**config.mk**
```make
export PLATFORM = sky130hd
export DESIGN_NAME = ft245_cmd_parser_flat
export DESIGN_NICKNAME = d
export VERILOG_FILES = /design/src/rtl/ft245_cmd_parser_if.sv /design/src/rtl/ft245_cmd_parser.sv /design/src/flat_wrapper.sv
export SDC_FILE = /design/constraint.sdc
export NUM_CORES = 1
export LEC_CHECK = 0
export ABC_AREA = 1
export BUFFER_PORTS_ARGS = -buffer_cell sky130_fd_sc_hd__buf_4
export CAP_MARGIN = 15
export CORE_ASPECT_RATIO = 2
export CORE_MARGIN = 3
export CORE_UTILIZATION = 57
export CTS_BUF_LIST = sky130_fd_sc_hd__clkbuf_8
export CTS_CLUSTER_SIZE = 14
export DETAILED_ROUTE_END_ITERATION = 10
export HOLD_SLACK_MARGIN = 0.03
export PLACE_DENSITY_LB_ADDON = 0.1
export SLEW_MARGIN = 0
export SYNTH_ARGS = -nofsm -noshare
export SYNTH_HDL_FRONTEND = slang
export SYNTH_SLANG_ARGS = --single-unit
```
**constraint.sdc**
```tcl
create_clock -name clk -period 2.39 [get_ports clk]
set_input_delay 0.478 -clock clk [delete_from_list [all_inputs] [get_ports clk]]
set_output_delay 0.478 -clock clk [all_outputs]
set_load 0.005 [all_outputs]
```
**src/rtl/ft245_cmd_parser_if.sv**
```systemverilog
// FT245 host-link and register-bank signals of the command parser; master = host/bank side, slave = parser.
interface ft245_cmd_parser_if;
    logic [7:0] data_to_fpga;
    logic       rx_strobe;
    logic       _read_data;
    logic [7:0] data_to_pc;
    logic       _write_data;
    logic       tx_ack;
    logic [7:0] reg_addr;
    logic [7:0] reg_wdata;
    logic       reg_we;
    logic [7:0] reg_rdata;
    logic [7:0] frame_count;
    logic [7:0] err_count;
    logic       overrun;

    modport master (
        output data_to_fpga, rx_strobe, tx_ack, reg_rdata,
        input  _read_data, data_to_pc, _write_data, reg_addr, reg_wdata, reg_we,
               frame_count, err_count, overrun
    );

    modport slave (
        input  data_to_fpga, rx_strobe, tx_ack, reg_rdata,
        output _read_data, data_to_pc, _write_data, reg_addr, reg_wdata, reg_we,
               frame_count, err_count, overrun
    );
endinterface

```
**src/rtl/ft245_cmd_parser.sv**
```systemverilog
// 3-byte command/address/data parser driving a register bank; response pending 2 cycles after the data byte.
// Response is held in SEND until tx_ack; bytes arriving in EXEC/SEND are dropped and flag overrun.
module ft245_cmd_parser #(
    parameter int NUM_REGS       = 32,
    parameter int TIMEOUT_CYCLES = 50000
) (
    input  logic                  clk,
    input  logic                  reset,
    ft245_cmd_parser_if.slave     bus
);
    localparam int             TW         = $clog2(TIMEOUT_CYCLES + 1);
    localparam logic [TW-1:0]  TMO_LAST   = TW'(TIMEOUT_CYCLES - 1);
    localparam logic [8:0]     NUM_REGS_W = 9'(NUM_REGS);
    localparam logic [7:0]     CMD_WRITE  = 8'h57;
    localparam logic [7:0]     CMD_READ   = 8'h52;
    localparam logic [7:0]     RESP_OK    = 8'hAA;
    localparam logic [7:0]     RESP_ERR   = 8'hEE;

    typedef enum logic [2:0] {IDLE, GET_ADDR, GET_DATA, EXEC, SEND} state_t;

    state_t         state_q, state_d;
    logic [7:0]     cmd_q, cmd_d;
    logic [7:0]     addr_q, addr_d;
    logic [7:0]     data_q, data_d;
    logic [7:0]     resp_q, resp_d;
    logic [7:0]     frame_q, frame_d;
    logic [7:0]     err_q, err_d;
    logic           overrun_q, overrun_d;
    logic [TW-1:0]  tmo_q, tmo_d;
    logic           read_n_q, read_n_d;
    logic           write_n_q, write_n_d;
    logic           reg_we_c;
    logic           is_write, is_read, addr_ok;
    logic [7:0]     err_inc;

    assign is_write = (cmd_q == CMD_WRITE);
    assign is_read  = (cmd_q == CMD_READ);
    assign addr_ok  = ({1'b0, addr_q} < NUM_REGS_W);
    assign err_inc  = err_q + {7'd0, (err_q != 8'hFF)};

    always_comb begin
        state_d   = state_q;
        cmd_d     = cmd_q;
        addr_d    = addr_q;
        data_d    = data_q;
        resp_d    = resp_q;
        frame_d   = frame_q;
        err_d     = err_q;
        overrun_d = overrun_q;
        tmo_d     = tmo_q;
        reg_we_c  = 1'b0;

        case (state_q)
            IDLE: begin
                tmo_d = '0;
                if (bus.rx_strobe) begin
                    cmd_d   = bus.data_to_fpga;
                    state_d = GET_ADDR;
                end
            end
            GET_ADDR, GET_DATA: begin
                // A byte arriving on the timeout cycle still counts as in time.
                if (bus.rx_strobe) begin
                    tmo_d = '0;
                    if (state_q == GET_ADDR) begin
                        addr_d  = bus.data_to_fpga;
                        state_d = GET_DATA;
                    end else begin
                        data_d  = bus.data_to_fpga;
                        state_d = EXEC;
                    end
                end else if (tmo_q == TMO_LAST) begin
                    tmo_d   = '0;
                    err_d   = err_inc;
                    state_d = IDLE;
                end else begin
                    tmo_d = tmo_q + TW'(1);
                end
            end
            EXEC: begin
                state_d = SEND;
                if ((is_write || is_read) && addr_ok) begin
                    frame_d  = frame_q + 8'd1;
                    reg_we_c = is_write;
                    resp_d   = is_write ? RESP_OK : bus.reg_rdata;
                end else begin
                    err_d  = err_inc;
                    resp_d = RESP_ERR;
                end
            end
            SEND: begin
                if (bus.tx_ack) begin
                    state_d = IDLE;
                end
            end
            default: state_d = IDLE;
        endcase

        if (bus.rx_strobe && (state_q == EXEC || state_q == SEND)) begin
            overrun_d = 1'b1;
        end

        read_n_d  = (state_d == EXEC) || (state_d == SEND);
        write_n_d = (state_d != SEND);
    end

    always_ff @(posedge clk) begin
        if (reset) begin
            state_q   <= IDLE;
            cmd_q     <= 8'h00;
            addr_q    <= 8'h00;
            data_q    <= 8'h00;
            resp_q    <= 8'h00;
            frame_q   <= 8'h00;
            err_q     <= 8'h00;
            overrun_q <= 1'b0;
            tmo_q     <= '0;
            read_n_q  <= 1'b1;
            write_n_q <= 1'b1;
        end else begin
            state_q   <= state_d;
            cmd_q     <= cmd_d;
            addr_q    <= addr_d;
            data_q    <= data_d;
            resp_q    <= resp_d;
            frame_q   <= frame_d;
            err_q     <= err_d;
            overrun_q <= overrun_d;
            tmo_q     <= tmo_d;
            read_n_q  <= read_n_d;
            write_n_q <= write_n_d;
        end
    end

    assign bus._read_data  = read_n_q;
    assign bus._write_data = write_n_q;
    assign bus.data_to_pc  = resp_q;
    assign bus.reg_addr    = addr_q;
    assign bus.reg_wdata   = data_q;
    assign bus.reg_we      = reg_we_c;
    assign bus.frame_count = frame_q;
    assign bus.err_count   = err_q;
    assign bus.overrun     = overrun_q;
endmodule
```
**src/flat_wrapper.sv**
```systemverilog
// flat-port wrapper written by rule: the top's interface ports become plain ports
module ft245_cmd_parser_flat 
#(
    parameter int NUM_REGS       = 32,
    parameter int TIMEOUT_CYCLES = 50000
)
  (clk, reset, bus_data_to_fpga, bus_rx_strobe, bus_tx_ack, bus_reg_rdata, bus__read_data, bus_data_to_pc, bus__write_data, bus_reg_addr, bus_reg_wdata, bus_reg_we, bus_frame_count, bus_err_count, bus_overrun);
  ft245_cmd_parser_if bus_i ();
  input  logic clk;
  input  logic reset;
  input wire logic [$bits(bus_i.data_to_fpga)-1:0] bus_data_to_fpga;
  input wire logic [$bits(bus_i.rx_strobe)-1:0] bus_rx_strobe;
  input wire logic [$bits(bus_i.tx_ack)-1:0] bus_tx_ack;
  input wire logic [$bits(bus_i.reg_rdata)-1:0] bus_reg_rdata;
  output wire logic [$bits(bus_i._read_data)-1:0] bus__read_data;
  output wire logic [$bits(bus_i.data_to_pc)-1:0] bus_data_to_pc;
  output wire logic [$bits(bus_i._write_data)-1:0] bus__write_data;
  output wire logic [$bits(bus_i.reg_addr)-1:0] bus_reg_addr;
  output wire logic [$bits(bus_i.reg_wdata)-1:0] bus_reg_wdata;
  output wire logic [$bits(bus_i.reg_we)-1:0] bus_reg_we;
  output wire logic [$bits(bus_i.frame_count)-1:0] bus_frame_count;
  output wire logic [$bits(bus_i.err_count)-1:0] bus_err_count;
  output wire logic [$bits(bus_i.overrun)-1:0] bus_overrun;
  assign bus_i.data_to_fpga = bus_data_to_fpga;
  assign bus_i.rx_strobe = bus_rx_strobe;
  assign bus_i.tx_ack = bus_tx_ack;
  assign bus_i.reg_rdata = bus_reg_rdata;
  assign bus__read_data = bus_i._read_data;
  assign bus_data_to_pc = bus_i.data_to_pc;
  assign bus__write_data = bus_i._write_data;
  assign bus_reg_addr = bus_i.reg_addr;
  assign bus_reg_wdata = bus_i.reg_wdata;
  assign bus_reg_we = bus_i.reg_we;
  assign bus_frame_count = bus_i.frame_count;
  assign bus_err_count = bus_i.err_count;
  assign bus_overrun = bus_i.overrun;
  ft245_cmd_parser #(.NUM_REGS(NUM_REGS), .TIMEOUT_CYCLES(TIMEOUT_CYCLES)) u_core (.clk(clk), .reset(reset), .bus(bus_i));
endmodule
```
==> reports/qor.yml <==
outcome:
  status: "finished, final reports clean"
timing:
  rsz0062_at_grt: "false"
  tightest_slew_ns: 0.456
  fmax_ghz: 0.459
  finalHoldViolCount: 0
  skew_ns: 0.00946
  setup_violations: 0
  slew_headroom: 0.694
  min_period_ns: 2.18
  slew_violations: 0
  timing.final.crit_share: 0.911
  tns_ns: 0
  layout_setup_ws_ns: 0.213
power_and_ir_drop:
  power_density_nw_per_um2: 673
  irDropWorstVdd_mv: 0.673
  power_leakage_nw: 1.70
routing:
  vias: 3132
  drt_iter0_drc: 178
  wl_mm: 7.72
  first_pass_iters: 4
  drtAntennaViolNets: 0
  wire_per_inst_um: 13.4
  drc: 0
  viasPerCell: 5.43
final_layout:
  antenna_cells: 0
  fin_cells: 577
  layout-drive-gt1-share: 0.207
  fin_util: 0.734
  area_growth_pct: 23.0
  layout.nets: 536
  fill_cells: 434
logic_synthesis:
  ys_types: 35
  synth.cell_area_um2: 3260
  syn_inst: 446
  ys_ff_latch: 70
  yosysWarnings: 0
  seq_area_frac_synth: 0.430
  syn_nets: 470
  synth_edf_count: 0
  syn_area_per_cell_um2: 7.31
  synthTopCellsByArea: "dfxtp_1 43%, nand2_1 8.3%, inv_1 6.8%"
  synth_top_area_frac: 0.430
  ys.flop_type: "dfxtp_1"
  synth_largest_area_cell: "dfxtp_1"
  async_flop_share: 0
grt:
  overflow: 0
  antenna_found_initial: 0
  grt_pass1_wl_mm: 13.3
  gr-usage-all-layers: 0.256
  grt_start_max_net_pins: 27
  grt_pass1_vias: 3177
floorplanning:
  die-area_um2: 6720
  io_pins: 64
  die_h_um: 113
  start_util: 0.597
  die_x_um: 59.5
  coreArea_um2: 5470
  num_rows: 38
placement:
  port_buffers: 63
  dp_cells: 561
  place_congestion: 0.890
  hpwl_mm: 5.61
  post-place-ws_ns: 0.596
critical_path:
  reg2reg_to: "u_core.bus.err_count[6]"
  cp-start-kind: "flop"
  path_class: "flop to primary output"
  ff2ff_path_depth: 10
  required_ns: 1.91
  critPathMaxFanout: 5
  reg2reg_slack_ns: 0.55
  arrival_ns: 1.70
  r2r_start: "u_core.bus.err_count[3]"
  worstSetupEndpointType: "primary output"
cts:
  insertion_delay_ns: 0.36
  clk_pin_slew_ns: 0.07
  cts_buffers: 9
  cts_root_buffer: "clkbuf_8"
  post_cts_buffers: 0
  cts_resized: 0
  htreeDepth: 3
  clock_sinks: 70
  cts_tree: "yes"
  holdBufCountCts: 0
  clockBufferDepth: 2
min_path:
  min_to: "u_core.cmd_q[2]"
  min_from: "bus_data_to_fpga[2]"
  hold_depth: 3
  holdCritPathClass: "primary input to flop"
job:
  drv_cap: 0
-- placed cells by master (no fill, tap or decap), types with 2 or more instances in the layout --
cell type	count
nand2_1	72
dfxtp_1	70
buf_4	65
inv_1	61
nor2_1	58
a21oi_1	42
o21ai_0	35
nand3_1	26
nand4_1	12
nor2_2	11
clkbuf_8	11
nor3_1	6
xor2_1	6
xnor2_1	5
ha_1	4
inv_2	3
nand3_2	3
nor2_4	3
nor3b_1	3
bufinv_16	3
nor4_1	2
nand2_4	2
clkinv_1	2
-- Yosys cell counts (2+ instances only) --
cell type   n
nor2_1     58
o21ai_0    35
nand3_1    26
xor2_1      6
ha_1        4
nand2_1    72
nor3b_1     3
nand2_4     2
nor2_4      3
nor2_2     11
nor3_1      6
inv_2       3
buf_6       3
clkinv_1    2
nand3_2     3
clkbuf_1    5
nand4_1    12
buf_2       2
a21oi_1    42
xnor2_1     5
nor4_1      2
inv_1      59
dfxtp_1    70
-- per-stage QoR --
step | hold WS (ns) | instance area, um^2 | total power [mW]
3_5_place_dp | 0.434 | 3760 | 1.55
4_1_cts | 0.367 | 4010 | 2.71
3_3_place_gp | 0.433 | 3760 | 1.54
6_report | 0.376 | 4010 | 2.70
2_1_floorplan | 0.440 | 3260 | 1.43
5_1_grt | 0.377 | 4010 | 2.80
-- power by group --
group	leakage, nW	total [mW]	switching, mW	internal, mW
registers	0.569	1.25	0.0347	1.22
logic	1.00	0.273	0.160	0.113
clock network	0.132	1.18	0.432	0.743
-- sequential cells by signal (all words and copies together), names as in the netlist --
| name | cells |
|---|---|
| u_core.bus.frame_count | 8 |
| u_core.bus.overrun | 1 |
| u_core.bus._read_data | 1 |
| u_core.state_q | 3 |
| u_core.cmd_q | 8 |
| u_core.bus.reg_addr | 8 |
| u_core.bus.reg_wdata | 8 |
| u_core.bus.err_count | 8 |
| u_core.bus.data_to_pc | 8 |
| u_core.bus._write_data | 1 |
| u_core.tmo_q | 16 |
-- critical path, stage by stage, from the launching register on --
cell and delay, ns:
dfxtp_1 0.32, inv_1 0.08, nand4_1 0.13, nor2_1 0.32
inv_1 0.17, nor3_1 0.18, buf_4 0.14
-- metal layers --
layer	global-route usage	vias to the layer above	part of all wire	wire [um]
li1	-	1570	-	-
met1	0.252	1468	0.37	2860
met2	0.463	72	0.55	4280
met3	0.0651	22	0.045	345
met4	0.138	0	0.031	240
met5	0	-	0	0
-- area by class of cell --
type                            instances  area [um^2]  share of cell area
Clock inverter                          5         97.6              0.0243
Multi-Input combinational cell        302         1560               0.388
Sequential cell                        70         1400               0.349
Tap cell                               60         75.1              0.0187
Timing Repair Buffer                   65          488               0.122
Inverter                               64          240              0.0599
Clock buffer                           11          151              0.0377
-- kinds of logic (layout without fill, tap and decap cells) --
kind of cell / count (synthesis) / count (layout) / synth area share
AND/OR/NAND/NOR: 201 / 201 / 0.290
AO/OA/AOI/OAI: 86 / 86 / 0.142
buffers and inverters: 74 / 145 / 0.0928
flip-flops: 70 / 70 / 0.430
XOR/XNOR: 11 / 11 / 0.0295
adder cells (fa/ha/maj): 4 / 4 / 0.0153
-- worst max-delay path by stage --
stage | from | endpoint | slack, ns | cells past startpoint
global route | u_core.cmd_q[2] | bus_reg_we | 0.09 | 5
floorplan | u_core.bus.err_count[6] | u_core.bus.err_count[4] | 0.72 | 9
finish | u_core.cmd_q[3] | bus_reg_we | 0.21 | 6
detailed placement | u_core.bus.err_count[3] | u_core.bus.err_count[4] | 0.60 | 9
CTS | u_core.cmd_q[5] | bus_reg_we | 0.21 | 6
global placement | u_core.cmd_q[5] | bus_reg_we | 0.62 | 6
Power figures use the tool's default switching activity.
